<file path="config.mk">
export PLATFORM = sky130hd
export DESIGN_NAME = comparador_serial_flat
export DESIGN_NICKNAME = d
export VERILOG_FILES = /design/src/rtl/comparador_serial_if.sv /design/src/rtl/comparador_serial.sv /design/src/flat_wrapper.sv
export SDC_FILE = /design/constraint.sdc
export NUM_CORES = 1
export LEC_CHECK = 0
export CAP_MARGIN = 15
export CORE_MARGIN = 4
export CORE_UTILIZATION = 55
export CTS_BUF_LIST = sky130_fd_sc_hd__clkbuf_4 sky130_fd_sc_hd__clkbuf_8
export CTS_CLUSTER_SIZE = 28
export DETAILED_ROUTE_END_ITERATION = 10
export PLACE_DENSITY = 0.93
export RECOVER_POWER = 50
export SYNTH_ARGS = -nofsm -noshare
export SYNTH_HDL_FRONTEND = slang
export SYNTH_SLANG_ARGS = --single-unit
</file>
<file path="constraint.sdc">
create_clock -name clk -period 3.1 [get_ports clk]
set_clock_uncertainty 0.1 [all_clocks]
set_input_delay 0.465 -clock clk [delete_from_list [all_inputs] [get_ports clk]]
set_output_delay 0.465 -clock clk [all_outputs]
set_load 0.02 [all_outputs]
</file>
<file path="src/rtl/comparador_serial_if.sv">
// Handshake/operand bundle for the serial magnitude comparator.
// The requester drives start/sgn/a/b; the comparator returns status and flags.
interface comparador_serial_if #(
  parameter int WIDTH = 16
);
  logic             start;
  logic             sgn;
  logic [WIDTH-1:0] a;
  logic [WIDTH-1:0] b;
  logic             busy;
  logic             done;
  logic             lt;
  logic             eq;
  logic             gt;

  modport master (output start, sgn, a, b, input busy, done, lt, eq, gt);
  modport slave  (input start, sgn, a, b, output busy, done, lt, eq, gt);
endinterface

</file>
<file path="src/rtl/comparador_serial.sv">
// MSB-first sequential magnitude comparator: one CHUNK-bit slice per clock,
// early exit on the first differing slice, registered lt/eq/gt flags.
module comparador_serial #(
  parameter int WIDTH = 16,
  parameter int CHUNK = 4
) (
  input  logic clk,
  input  logic rst,
  comparador_serial_if.slave bus
);
  localparam int NSLICE = WIDTH / CHUNK;
  localparam int IDXW   = (NSLICE > 1) ? $clog2(NSLICE) : 1;

  typedef enum logic {IDLE, RUN} state_t;

  state_t           state_q, state_d;
  logic [WIDTH-1:0] ra_q, ra_d, rb_q, rb_d;
  logic [IDXW-1:0]  idx_q, idx_d;
  logic             lt_q, lt_d, eq_q, eq_d, gt_q, gt_d, done_q, done_d;

  // Ascending slice order so index 0 is the most significant slice.
  logic [0:NSLICE-1][CHUNK-1:0] ra_s, rb_s;
  logic [CHUNK-1:0]             sa, sb;

  assign ra_s = ra_q;
  assign rb_s = rb_q;
  assign sa   = ra_s[idx_q];
  assign sb   = rb_s[idx_q];

  always_comb begin
    state_d = state_q;
    ra_d    = ra_q;
    rb_d    = rb_q;
    idx_d   = idx_q;
    lt_d    = lt_q;
    eq_d    = eq_q;
    gt_d    = gt_q;
    done_d  = 1'b0;
    case (state_q)
      IDLE: begin
        if (bus.start) begin
          // Flipping the sign bit maps two's-complement order onto unsigned order.
          ra_d          = bus.a;
          rb_d          = bus.b;
          ra_d[WIDTH-1] = bus.a[WIDTH-1] ^ bus.sgn;
          rb_d[WIDTH-1] = bus.b[WIDTH-1] ^ bus.sgn;
          idx_d         = '0;
          state_d       = RUN;
        end
      end
      RUN: begin
        if (sa != sb) begin
          lt_d    = (sa < sb);
          gt_d    = (sa > sb);
          eq_d    = 1'b0;
          done_d  = 1'b1;
          state_d = IDLE;
        end else if (idx_q == IDXW'(NSLICE - 1)) begin
          lt_d    = 1'b0;
          gt_d    = 1'b0;
          eq_d    = 1'b1;
          done_d  = 1'b1;
          state_d = IDLE;
        end else begin
          idx_d = idx_q + 1'b1;
        end
      end
      default: state_d = IDLE;
    endcase
  end

  always_ff @(posedge clk or posedge rst) begin
    if (rst) begin
      state_q <= IDLE;
      ra_q    <= '0;
      rb_q    <= '0;
      idx_q   <= '0;
      lt_q    <= 1'b0;
      eq_q    <= 1'b0;
      gt_q    <= 1'b0;
      done_q  <= 1'b0;
    end else begin
      state_q <= state_d;
      ra_q    <= ra_d;
      rb_q    <= rb_d;
      idx_q   <= idx_d;
      lt_q    <= lt_d;
      eq_q    <= eq_d;
      gt_q    <= gt_d;
      done_q  <= done_d;
    end
  end

  assign bus.busy = (state_q == RUN);
  assign bus.done = done_q;
  assign bus.lt   = lt_q;
  assign bus.eq   = eq_q;
  assign bus.gt   = gt_q;
endmodule

</file>
<file path="src/flat_wrapper.sv">
// flat-port wrapper written by rule: the top's interface ports become plain ports
module comparador_serial_flat 
#(
  parameter int WIDTH = 16,
  parameter int CHUNK = 4
)
  (clk, rst, bus_start, bus_sgn, bus_a, bus_b, bus_busy, bus_done, bus_lt, bus_eq, bus_gt);
  comparador_serial_if #(.WIDTH(WIDTH)) bus_i ();
  input  logic clk;
  input  logic rst;
  input wire logic [$bits(bus_i.start)-1:0] bus_start;
  input wire logic [$bits(bus_i.sgn)-1:0] bus_sgn;
  input wire logic [$bits(bus_i.a)-1:0] bus_a;
  input wire logic [$bits(bus_i.b)-1:0] bus_b;
  output wire logic [$bits(bus_i.busy)-1:0] bus_busy;
  output wire logic [$bits(bus_i.done)-1:0] bus_done;
  output wire logic [$bits(bus_i.lt)-1:0] bus_lt;
  output wire logic [$bits(bus_i.eq)-1:0] bus_eq;
  output wire logic [$bits(bus_i.gt)-1:0] bus_gt;
  assign bus_i.start = bus_start;
  assign bus_i.sgn = bus_sgn;
  assign bus_i.a = bus_a;
  assign bus_i.b = bus_b;
  assign bus_busy = bus_i.busy;
  assign bus_done = bus_i.done;
  assign bus_lt = bus_i.lt;
  assign bus_eq = bus_i.eq;
  assign bus_gt = bus_i.gt;
  comparador_serial #(.WIDTH(WIDTH), .CHUNK(CHUNK)) u_core (.clk(clk), .rst(rst), .bus(bus_i));
endmodule
</file>
After elaboration in Yosys (flattened, before gate mapping)
Index checks and enable logic that the tools add are counted.
{"block": "classes", "n_bitwise": 4, "add_sub_neg": 1, "mux": 22, "reduce_logical": 4, "n_eq_ne": 5, "n_lt_le_gt_ge": 3}
{"cell": "4-bit binary-select mux with 2-bit select", "n": 2}
{"cell": "4-bit two-way mux", "n": 4}
{"cell": "1-bit two-way mux", "n": 11}
{"cell": "2-bit two-way mux", "n": 3}
{"cell": "2-bit != test, second input constant", "n": 3}
{"cell": "4-bit greater-than comparator", "n": 1}
{"cell": "4-bit < comparator", "n": 1}
{"cell": "4-bit != test", "n": 1}
{"cell": "2-bit one-hot mux with 2 select lines", "n": 1}
{"cell": "2-bit AND reduction", "n": 2}
{"cell": "3-bit >= comparator, second input constant", "n": 1}
{"cell": "2-bit inverter with 3-bit output", "n": 1}
{"cell": "3-bit AND reduction", "n": 1}
{"cell": "2-bit by 1-bit adder with 2-bit output, second input constant", "n": 1}
{"cell": "2-bit equality test, second input constant", "n": 1}
{"cell": "1-bit one-hot mux with 2 select lines", "n": 1}
{"cell": "2-bit nonzero test", "n": 1}
{"cell": "1-bit XOR", "n": 2}
{"cell": "1-bit inverter", "n": 1}
{"block": "word_totals", "ff_bits": 39, "input_bits": 36}

Depth between registers and ports, before layout
{"block": "logic_depth", "depth_word": 7, "mapped_depth": 8, "mapped_depth_nobuf": 7}

Least setup slack after synthesis
Ideal clock, no wire load.
{"block": "synth_path", "kind": "register to register", "startpoint": "register u_core.idx_q[0]", "endpoint": "register u_core.idx_q[0]", "n_path_buf": 1, "required_time_ps": 2875, "stages_incl_launch_ff": 8, "t_arrival_ps": 1864, "period_less_slack_ps": 2089, "setup_slack_ps": 1011, "path_cell_list": "dfrtp_1 > buf_6 > mux4_1 > ha_1 > nand4_2 > nor2_1 > nand2_1 > mux2i_1"}
{"block": "synth_between", "elab_chain_len": 7, "elab_cells_between_ends": 16, "cone_classes": "add/sub (1); eq/ne (4); mux (9); bitwise (1); reduce/logical (1)"}
{"item": "start: declaration", "line": "comparador_serial.sv:18", "text": "logic [IDXW-1:0] idx_q, idx_d;"}
{"item": "start signal: assignment", "line": "comparador_serial.sv:86", "text": "idx_q <= idx_d;"}
{"item": "2-bit inverter with 3-bit output (not written as such)", "line": "comparador_serial.sv:27, comparador_serial.sv:28"}
{"item": "4-bit binary-select mux with 2-bit select (on tied branches)", "line": "comparador_serial.sv:27, comparador_serial.sv:28"}
{"item": "4-bit two-way mux (on tied branches) (2 in series)", "line": "comparador_serial.sv:27, comparador_serial.sv:28"}
{"item": "4-bit != test", "line": "comparador_serial.sv:52", "text": "if (sa != sb) begin"}
{"item": "2-bit != test (no line)"}
{"item": "3-bit AND reduction (no line)"}
Several ways; a longest one is shown, not always the timed one. The select of a mux whose other input is x is not followed.
A chain may end at the register's enable or synchronous reset.

Worst setup path in the final report
Same ends and word-level chain as after synthesis.

==> impl_metrics.json <==
{
  "use_met1_pct": 22.4,
  "vdd_drop_max_mv": 0.407,
  "netlist-cell-type-count": 19,
  "dieHeight_um": 65.7,
  "clk_path_buf_depth": 2,
  "gp_congestion": 0.762,
  "layout_min_cycle_time_ns": 2.51,
  "synth_largest_area_cell": "dfrtp_1",
  "ys_async_sr_fraction_pct": 100,
  "cp_data_arrival_time_ns": 2.62,
  "grt_pass1_vias": 1323,
  "cts_buffers": 5,
  "synthMuxAreaShare_pct": 11.8,
  "netlist_instances": 186,
  "fin_nets": 268,
  "ant_nets": 0,
  "die-area_um2": 4310,
  "top_usage_layer": "met2",
  "overflow": 0,
  "first_iter_violations": 62,
  "p_leak_uw": 0.00116,
  "crit_required_ns": 3.21,
  "setup_viol": 0,
  "drive_gt1_share_pct": 7.02,
  "clk_pin_slew_worst_paths_ns": 0.10,
  "synthFlopType": "dfrtp_1",
  "power.density_nw_per_um2": 828,
  "synth_top_family_by_area": "simple AND/OR/NAND/NOR gates",
  "synth_nets": 227,
  "synth-xor-area-share_pct": 0.958,
  "synth_fa_ha_area_share_pct": 3.42,
  "grt_pass1_wl_mm": 6.01,
  "period_share_pct": 80.8,
  "hold_viol": 0,
  "worst_pin_slew_ns": 2.00,
  "wl_per_cell_um": 13.3,
  "synth_compound_gate_area_share_pct": 3.01,
  "coreArea_um2": 3130,
  "avgSynthCellArea_um2": 9.83,
  "syn_area_um2": 1830,
  "rows": 20,
  "yosys.area.top_type_share_pct": 53.4,
  "drv_slew": 40,
  "synth_simple_gate_area_share_pct": 21.9,
  "clockRootBuffer": "clkbuf_4",
  "drt_wl_total_mm": 3.61,
  "port_buffers": 40,
  "cts.htree.levels": 2,
  "rsz0062_at_grt": "false",
  "post_drt_via_cell_ratio": 5.11,
  "die_w_um": 65.7,
  "cts_sinks": 39,
  "yosys_warnings": 0,
  "insertion_delay_ns": 0.35,
  "violations": "capacitance limit, slew limit",
  "grtUsageMet2_pct": 30.8,
  "critical_path_class": "reg -> reg",
  "path_max_fanout": 11,
  "maxSlewHeadroom_pct": -33.2,
  "tns_ns": 0,
  "synth_edf_count": 0,
  "synth_common_cells": "nand2_1, dfrtp_1, inv_1, ha_1",
  "ys_ff_latch": 39,
  "initial_core_util_pct": 58.5,
  "cts_tree": "done",
  "cp-start-kind": "flip-flop",
  "crit_path_end_kind": "flip-flop",
  "ios": 41,
  "status": "complete, but fails checks",
  "area_delta_synth_final_pct": 26.1,
  "drtPass1Iterations": 4,
  "postCtsSetupRepairBufs": 0,
  "cts_resized": 0,
  "grt_max_degree": 40,
  "yosysSeqAreaShare_pct": 53.4,
  "hpwl_mm": 2.68,
  "hold_path_class": "reg -> reg",
  "num_vias": 1391,
  "placed_area_um2": 2240,
  "synth_area_leaders": "dfrtp_1, nand2_1, mux4_1",
  "fin_area_um2": 2310,
  "grtUsageTotal_pct": 19.0,
  "yosysMostFrequentCell": "nand2_1",
  "fmax_mhz": 399,
  "grt_use_met3_pct": 6.32,
  "postCtsHoldBufs": 0,
  "maxCapViolCount": 1,
  "drcViolationCount": 0,
  "n_fill_cell": 229,
  "antenna_found_initial": 0,
  "antenna_cells": 0
}
## state kept, by name, indices dropped and copies added, names as in the netlist
register and cells:
u_core.ra_q 16, u_core.rb_q 16, u_core.idx_q 2, u_core.bus.busy 1, u_core.bus.done 1, u_core.bus.eq 1
u_core.bus.gt 1, u_core.bus.lt 1
## layer usage
metal	wire, µm	vias up
li1	-	678
met1	1510	665
met2	1790	39
met3	223	9
met4	82	0
met5	0	-
## cells in the final DEF, fill, tap and decap left out, types with 4 or more instances in the layout
cell type / synthesis / routed
inv_1: 8 / 8
nand2_1: 99 / 99
ha_1: 5 / 5
mux4_1: 4 / 4
a21oi_1: 4 / 4
dfrtp_1: 39 / 39
clkbuf_4: 0 / 6
mux4_2: 4 / 4
clkdlybuf4s50_1: 0 / 40
o21ai_0: 4 / 4
## power by group
part / total, µW / internal (µW) / switching [µW]
clock network: 296 / 142 / 154
registers: 861 / 717 / 144
logic: 752 / 368 / 384
## logic make-up (layout without fill, tap and decap cells)
kind of cell               Yosys count  after routing
muxes                               10             10
AOI/OAI and AO/OA                   10             10
DFF                                 39             39
and+or+nand+nor                    103            103
adders and majority gates            5              5
buffers and inverters               17             59
xor gates and xnor gates             2              2
## critical path, stage by stage, from the launching register on
cell	delay, ns
dfrtp_1	0.70
mux4_1	0.62
ha_1	0.36
nand4_2	0.19
nor2_1	0.13
nand2_1	0.13
mux2i_1	0.15
## per-stage QoR
stage	setup WS [ns]	total power (µW)	util [%]	hold WS, ns	instances
5_1_grt	0.245	2070	73.7	0.413	272
6_report	0.594	1910	73.7	0.385	272
3_5_place_dp	0.623	1630	71.5	0.361	264
4_1_cts	0.593	1930	73.8	0.387	272
2_1_floorplan	1.01	1400	-	0.337	186
3_3_place_gp	0.726	1570	71.5	0.351	264
## layout make-up
type / instances / area [µm²] / share of cell area (%)
well taps: 44 / 55.1 / 2.39
repair buffers: 43 / 419 / 18.2
flip-flops and latches: 39 / 976 / 42.3
clock buffers: 8 / 72.6 / 3.15
multi-input cells: 130 / 753 / 32.7
inverters: 8 / 30.0 / 1.30
## worst paths after layout
path	from	endpoint	slack, ns	depth (start not counted)
worst min-delay path	u_core.rb_q[4]$_DFFE_PP0P_	u_core.rb_q[4]$_DFFE_PP0P_	0.39	2
min in group asynchronous	rst	u_core.rb_q[10]$_DFFE_PP0P_	1.04	3
worst max register to register	u_core.idx_q[0]$_DFFE_PP0P_	u_core.idx_q[0]$_DFFE_PP0P_	0.59	6
worst max-delay path	u_core.idx_q[0]$_DFFE_PP0P_	u_core.idx_q[0]$_DFFE_PP0P_	0.59	6
max in group asynchronous	rst	u_core.bus.lt$_DFFE_PP0P_	0.72	3
worst min register to register	u_core.rb_q[4]$_DFFE_PP0P_	u_core.rb_q[4]$_DFFE_PP0P_	0.39	2
(Power assumes the default switching activity.)
